==> src/rtl/icache_fill.sv <==
// icache_fill: reads one cache line from a QPI flash on a miss, then streams it
// into the icache as an uninterrupted burst of nibble writes.
module icache_fill #(
   parameter int PA = 22,
   parameter int LINE_LENGTH = 4,
   parameter int DUMMY = 6,
   parameter logic [7:0] CMD = 8'hEB,
   localparam int LB = $clog2(LINE_LENGTH),
   localparam int NNIB = 2 * LINE_LENGTH,
   localparam int W = LINE_LENGTH * 8
) (
   input  logic clk,
   input  logic reset,
   input  logic req,
   input  logic pull,
   input  logic [PA-LB-1:0] tag,
   input  logic flush_all,
   output logic [3:0] dread,
   output logic wstrobe_d,
   output logic busy,
   output logic qspi_cs,
   output logic qspi_sclk,
   output logic [3:0] qspi_out,
   output logic [3:0] qspi_oe,
   input  logic [3:0] qspi_in
);
   typedef enum logic [2:0] {ST_IDLE, ST_CMD, ST_ADDR, ST_DUMMY, ST_DATA, ST_GAP, ST_WRITE} state_t;
   state_t st, st_n;
   logic ph, ph_n, kill, cond, go, last, ser, ser_n;
   logic [7:0] cnt, cnt_n, lim;
   logic [PA-LB-1:0] ltag;
   logic [W-1:0] line;
   logic [23:0] addr24;
   logic [2:0] an;
   logic [LB:0] dn;
   assign ser = st inside {ST_CMD, ST_ADDR, ST_DUMMY, ST_DATA};
   assign ser_n = st_n inside {ST_CMD, ST_ADDR, ST_DUMMY, ST_DATA};
   assign lim = st == ST_CMD || st == ST_GAP ? 8'd1 : st == ST_ADDR ? 8'd5 :
                st == ST_DUMMY ? 8'(DUMMY - 1) : 8'(NNIB - 1);
   assign last = cnt == lim;
   assign cond = flush_all || !pull || tag != ltag;
   // The GAP exit also honours a cancel seen in its own final cycle.
   assign go = !kill && !cond;
   assign addr24 = 24'({ltag, {LB{1'b0}}});
   assign an = 3'd5 - cnt_n[2:0];
   assign dn = (LB+1)'(NNIB - 1) - cnt_n[LB:0];
   // Serial states advance once per two-clock slot; GAP and WRITE advance every clock.
   always_comb begin
      st_n = st;
      cnt_n = cnt;
      ph_n = st == ST_IDLE ? 1'b0 : ~ph;
      if (st == ST_IDLE) st_n = req && pull ? ST_CMD : ST_IDLE;
      else if (!ser || ph) begin
         cnt_n = last ? 8'd0 : cnt + 8'd1;
         if (last) st_n = st == ST_CMD ? ST_ADDR : st == ST_ADDR ? ST_DUMMY : st == ST_DUMMY ? ST_DATA :
                          st == ST_DATA ? ST_GAP : st == ST_GAP && go ? ST_WRITE : ST_IDLE;
      end
   end
   // Outputs are registered from the next state so each one lines up with its cycle.
   always_ff @(posedge clk or posedge reset)
      if (reset) begin
         st <= ST_IDLE;
         ph <= 1'b0;
         cnt <= 8'd0;
         ltag <= '0;
         kill <= 1'b0;
         line <= '0;
         qspi_cs <= 1'b1;
         qspi_sclk <= 1'b0;
         qspi_oe <= 4'h0;
         qspi_out <= 4'h0;
         busy <= 1'b0;
         wstrobe_d <= 1'b0;
         dread <= 4'h0;
      end else begin
         st <= st_n;
         ph <= ph_n;
         cnt <= cnt_n;
         if (st == ST_IDLE && req && pull) begin
            ltag <= tag;
            kill <= 1'b0;
         end else if (st != ST_IDLE && st != ST_WRITE && cond) kill <= 1'b1;
         if (st == ST_DATA && ph) line <= {line[W-5:0], qspi_in};
         qspi_cs <= !ser_n;
         qspi_sclk <= ser_n && ph_n;
         qspi_oe <= st_n == ST_CMD || st_n == ST_ADDR ? 4'hF : 4'h0;
         qspi_out <= st_n == ST_CMD ? (cnt_n[0] ? CMD[3:0] : CMD[7:4]) :
                     st_n == ST_ADDR ? addr24[4*an +: 4] : 4'h0;
         busy <= st_n != ST_IDLE;
         wstrobe_d <= st_n == ST_WRITE;
         dread <= st_n == ST_WRITE ? line[4*dn +: 4] : 4'h0;
      end
endmodule

==> config.mk <==
export PLATFORM = sky130hd
export DESIGN_NAME = icache_fill
export DESIGN_NICKNAME = d
export VERILOG_FILES = /design/src/rtl/icache_fill.sv
export SDC_FILE = /design/constraint.sdc
export NUM_CORES = 1
export LEC_CHECK = 0
export CORE_UTILIZATION = 56
export DETAILED_ROUTE_END_ITERATION = 10
export PLACE_DENSITY = 0.82
export SYNTH_ARGS = -nofsm -noshare
export SYNTH_HDL_FRONTEND = slang
export SYNTH_SLANG_ARGS = --single-unit
==> constraint.sdc <==
create_clock -name clk -period 3.35 [get_ports clk]
set_input_delay 1.005 -clock clk [delete_from_list [all_inputs] [get_ports clk]]
set_output_delay 1.005 -clock clk [all_outputs]
set_load 0.02 [all_outputs]
==> Word level (Yosys, flattened, before mapping) <==
Index checks and enable logic that the tools add are counted.
{ "word_totals": {"regBits": 81, "in_bits": 29, "output_inout_bits": 16, "wordCells": 83} }
{ "op_classes": {"n_addsub": 3, "eq_ne": 13, "n_shift": 2, "n_mux": 23, "bitwise_logic": 2, "reduce_logical": 26} }
{ "op_table": {"columns": ["cell", "count"], "rows": [
  ["2-to-1 mux 3 bit", 12],
  ["indexed part select 32 x 6 -> 4 bit", 1],
  ["indexed part select 24 x 6 -> 4 bit", 1],
  ["!= test 20 bit", 1],
  ["2-to-1 mux 4 bit", 4],
  ["equality test 3 x 2 -> 1 bit (second input constant)", 4],
  ["equality test 3 bit (second input constant)", 4],
  ["logical AND 1 bit", 9],
  ["adder 8 x 1 -> 8 bit (second input constant)", 1],
  ["equality test 8 x 3 -> 1 bit", 1],
  ["2-to-1 mux 8 bit", 1],
  ["nonzero test 4 bit", 2],
  ["equality test 3 x 1 -> 1 bit (second input constant)", 2],
  ["nonzero test 3 bit", 2],
  ["subtractor 3 bit (first input constant)", 2],
  ["zero test 1 bit", 5],
  ["logical OR 1 bit", 5],
  ["2-to-1 mux 1 bit", 4],
  ["2-to-1 mux 2 bit", 2],
  ["zero test 3 bit", 1],
  ["!= test 3 bit (second input constant)", 1],
  ["NOT 1 bit", 2],
  ["AND reduction 2 bit", 1],
  ["nonzero test 2 bit", 1]
]} }

==> Logic depth before layout (Yosys ltp) <==
Gate-level depths: netlist (run 1).
{ "logic_depth": {"word_depth": 17, "mapped_depth": 9, "ltp_nobuf": 7} }

==> Worst setup path after synthesis (run 1) <==
OpenSTA, ideal clock, no wires.
{ "synth_path": {"path_type": "input -> register", "start": "input port tag[6]", "end": "register dread[0]", "setup_time_ns": 0.083, "t_arrival_ns": 2.261, "required_time_ns": 3.267, "setup_slack_ns": 1.006, "cell_stages": 6, "path_buffers": 0, "path_cell_list": "xor2_1 > nor4_1 > nand4_1 > nor4_1 > o211ai_1 > o22ai_1"} }
{ "synth_via": {"elab_chain_cells": 15} }
{ "synth_lines": {"columns": ["item", "line", "rtl"], "rows": [
  ["start: declaration", "16", "input logic [PA-LB-1:0] tag,"],
  ["!= test 20 bit", "41", "assign cond = flush_all || !pull || tag != ltag;"],
  ["logical OR 1 bit", "41", null],
  ["zero test 1 bit", "43", "assign go = !kill && !cond;"],
  ["logical AND 1 bit", "43", null],
  ["logical AND 1 bit", "56", "st == ST_DATA ? ST_GAP : st == ST_GAP && go ? ST_WRITE : ST_IDLE;"],
  ["2-to-1 mux 3 bit (2 in series)", "56", null],
  ["2-to-1 mux 3 bit (4 in series)", "55", "if (last) st_n = st == ST_CMD ? ST_ADDR : st == ST_ADDR ? ST_DUMMY : st == ST_DUMMY ? ST_DATA :"],
  ["2-to-1 mux 3 bit", "53", "else if (!ser || ph) begin"],
  ["2-to-1 mux 3 bit", "52", "if (st == ST_IDLE) st_n = req && pull ? ST_CMD : ST_IDLE;"],
  ["equality test 3 bit", "91", "dread <= st_n == ST_WRITE ? line[4*dn +: 4] : 4'h0;"],
  ["2-to-1 mux 4 bit", "91", null],
  ["end signal: assignment", "91", null],
  ["end: declaration", "18", "output logic [3:0] dread,"]
]} }
Every way passes these cells.
A chain may end at the register's enable or synchronous reset.

==> Final worst setup path (run 1) <==
{ "layout_path": {"start": "input port tag[6]", "end": "register dread[1]"} }
Same word-level chain as after synthesis.

==> results of run 1 <==
-- through the flow --
stage	instance area [um^2]	util (%)	hold slack (ns)
3_3_place_gp	4560	66.4	0.459
2_1_floorplan	4050	-	0.443
6_report	4830	70.3	0.474
4_1_cts	4830	70.3	0.478
3_5_place_dp	4560	66.4	0.468
5_1_grt	4830	70.3	0.500
-- cells in the mapped netlist (all sizes together) (5+ instances only) --
| master | number | share of area [%] |
|---|---|---|
| mux2 | 66 | 18 |
| o211ai | 5 | 0.93 |
| buf | 12 | 2.1 |
| nor2 | 15 | 1.4 |
| xor2 | 23 | 5.0 |
| nor4 | 7 | 1.2 |
| nand2b | 6 | 0.93 |
| nand2 | 16 | 1.5 |
| dfrtp | 77 | 48 |
| nand4 | 5 | 0.77 |
| o22ai | 5 | 0.77 |
| a21oi | 6 | 1.0 |
| inv | 10 | 0.93 |
| o21ai | 6 | 1.0 |
| xnor2 | 6 | 1.8 |
| mux2i | 20 | 4.9 |
-- routing by layer --
layer  GRT usage [%]  share of wire, %  vias up
met2            37.4                49       63
met4            9.24               2.1        0
met1            28.9                45     1344
met5               0                 0        -
li1                -                 -     1286
met3            5.21               3.9       15
-- layout make-up --
| type | count | area (um^2) | share of cell area, % |
|---|---|---|---|
| clock buffer | 12 | 145 | 3.01 |
| clock inverter | 4 | 120 | 2.49 |
| inverter | 10 | 37.5 | 0.777 |
| multi-input combinational | 228 | 1960 | 40.6 |
| sequential | 78 | 1950 | 40.5 |
| tap | 96 | 120 | 2.49 |
| timing repair buffer | 49 | 490 | 10.2 |
-- worst reg2reg max path: cells and delay by family, from the launching register on --
family,cells,cell delay [ns]
AO/OA/AOI/OAI,3,0.70
AND/OR/NAND/NOR,3,1.15
flip-flops,1,0.64
-- kinds of logic (layout without fill, tap and decap cells) --
logic type / Yosys count / after routing / share of synthesized area (%)
buf+inv: 26 / 75 / 3.43
simple gates: 69 / 69 / 9.34
xor+xnor: 29 / 29 / 6.74
flops: 78 / 78 / 48.3
fa+ha+maj: 1 / 1 / 0.309
compound gates: 43 / 43 / 8.57
mux: 86 / 86 / 23.3
-- registers in the layout, indices dropped and copies added (netlist names) --
| signal | count |
|---|---|
| qspi_oe | 1 |
| busy | 1 |
| wstrobe_d | 1 |
| st | 3 |
| ltag | 20 |
| qspi_out | 4 |
| dread | 4 |
| kill | 1 |
| ph | 1 |
| qspi_cs | 1 |
| line | 32 |
| cnt | 8 |
| qspi_sclk | 1 |
-- final timing paths --
path / start / end / cells past startpoint
setup / recovery: tag[6] / dread[1] / 7
hold / removal: cnt[7] / cnt[7] / 1
setup reg to reg: st[0] / dread[1] / 6
hold reg to reg: cnt[7] / cnt[7] / 1
max in group asynchronous: reset / cnt[6] / 3
min in group asynchronous: reset / line[6] / 2
-- power by group through the flow --
stage	Combinational [mW]	Sequential (mW)	Clock [mW]
2_1_floorplan	1.39	1.37	0
3_3_place_gp	1.65	1.44	0
3_5_place_dp	1.67	1.46	0
4_1_cts	1.68	1.44	0.945
5_1_grt	1.82	1.47	0.989
6_report	1.68	1.44	0.928
==> flow_metrics.py, run 1 <==
metrics = {
    "run_status": {
        "status": "complete, no violations",
    },
    "detailed_routing": {
        "detail_route.vias_per_cell": 5.68,
        "residual_drc_count": 0,
        "total_length_of_routed_wires_mm": 7.79,
        "drt-pass1-iter-count": 5,
        "wirelength_per_cell_um": 16.3,
        "detail-route-antenna-nets": 0,
        "drt_iter0_markers": 115,
        "routed-via-count": 2708,
    },
    "synth": {
        "syn-instance-count": 332,
        "synth.avg_cell_area_um2": 12.2,
        "asyncSetResetFlopFracSynth_pct": 100,
        "distinct_cell_type_count_of_the_synthesized_netlist": 54,
        "synth_top_flop_cell": "dfrtp_1",
        "ys_ff_latch": 78,
        "yosysSeqAreaShare_pct": 48.3,
        "synth-edff-count": 0,
        "synth_nets": 362,
        "netlist_area_um2": 4050,
        "synthesis.yosys.warnings": 0,
    },
    "placed_design": {
        "dp.cells": 461,
        "dp.final_hpwl_mm": 5.39,
        "preCtsSetupSlack_ns": 0.173,
        "gpl.final_weighted_congestion": 0.796,
        "portBuffers": 44,
    },
    "layout": {
        "number_of_filler_cells_placed_in_the_layout": 512,
        "final_common_cell": "dfrtp_1",
        "layoutNonFillerInstCount": 477,
        "post_route_cells_drive_above_1_share_pct": 25.7,
        "nets": 406,
        "layout.cells.most_common_list": "77 x dfrtp_1, 65 x mux2_2, 44 x clkdlybuf4s50_1",
        "ant_cells": 0,
        "area_delta_synth_final_pct": 19.4,
    },
    "critical_path": {
        "endpoint_type_of_the_worst_setup_path": "flip-flop",
        "worstSetupPathType": "input pin to flip-flop",
        "slowest_stage": "nor4_1",
        "cp.buffers_inverters": 1,
        "critical_path_required_ns": 3.61,
        "crit_top_cell": "nor4_1",
        "crit_fanout": 4,
        "timing.reg2reg.setup_slack_ns": 0.78,
        "timing.critical_path.cells": "clkdlybuf4s50_1 > xor2_1 > nor4_1 > nand4_1 > nor4_1 > o211ai_1 > o22ai_1",
        "critical_path_arrival_ns": 3.11,
        "cpPeakStageDelay_ns": 0.47,
        "critical-path-top-delay-family": "simple AND/OR/NAND/NOR gates",
        "startpoint_type": "input pin",
    },
    "sta": {
        "totalNegativeSetupSlack_ns": 0,
        "rsz0062_at_grt": "no",
        "setup_violations": 0,
        "worst-slew-pin-transition_ns": 0.634,
        "worst_setup_skew_after_layout_ns": 0.0152,
        "max-slew-margin-rel_pct": 57.7,
        "final.setup.worst_slack_ns": 0.499,
        "final.min_clock_period_ns": 2.85,
        "slew_violations": 0,
        "number_of_hold_violations_in_the_final_report": 0,
        "fmax_ghz": 0.351,
        "final_min_period_over_clock_period_pct": 85.1,
    },
    "power_and_ir_drop": {
        "netSwitchingFraction_pct": 36.5,
        "internal_power_of_the_cells_mw": 2.57,
        "finalPower_mw": 4.05,
        "power_frac_comb_pct": 41.5,
        "power.clock.fraction_pct": 23.0,
        "total_leakage_power_nw": 2.12,
        "switchingPower_mw": 1.48,
        "power.ir.vdd_worst_v": 0.000428,
        "power.density_nw_per_um2": 838,
        "portion_of_total_power_attributed_to_sequential_cells_pct": 35.6,
    },
    "global_routing": {
        "gr-usage-all-layers_pct": 22.7,
        "grt_remaining_overflow": 0,
        "grt_antenna_before_repair": 0,
        "maximum_number_of_pins_on_one_net_before_global_route_repair": 35,
        "first_global_vias": 2802,
        "grt_pass1_wl_mm": 13.0,
    },
    "floorplanning": {
        "starting_density_pct": 58.9,
        "ioPinCount": 45,
        "die_span_in_y_um": 87.0,
        "fp-row-count": 30,
        "placeable_area_um2": 6870,
        "chipWidth_um": 87.0,
        "die_outline_area_um2": 7570,
    },
    "min_path": {
        "min_path_type": "flip-flop to flip-flop",
    },
    "clocking": {
        "htree_num_levels": 3,
        "ctsLongestPathBuffers": 2,
        "worstSkewPairLatency_ns": 0.34,
        "tritoncts_num_sinks": 78,
        "tritoncts": "built",
        "postCtsSetupRepairBufs": 0,
        "path_clk_slew_ns": 0.07,
        "numCtsBuffers": 9,
        "cts_hold_buf": 0,
        "postCtsResizedCells": 0,
        "clock_tree_root": "clkbuf_8",
    },
    "flow_run": {
        "drv.max_cap_violation_count": 0,
    },
}
Note: power is estimated with default switching activity, not from simulation.
==> run 2: changes to the inputs <==
--- a/config.mk
+++ b/config.mk
@@ -8,6 +8,8 @@
 export CORE_UTILIZATION = 56
 export DETAILED_ROUTE_END_ITERATION = 10
 export PLACE_DENSITY = 0.82
+export SKIP_CTS_REPAIR_TIMING = 1
 export SYNTH_ARGS = -nofsm -noshare
 export SYNTH_HDL_FRONTEND = slang
 export SYNTH_SLANG_ARGS = --single-unit
+export TNS_END_PERCENT = 20
==> results of run 2 <==
No change in the layout: final DEF, timing and power equal those of run 1.
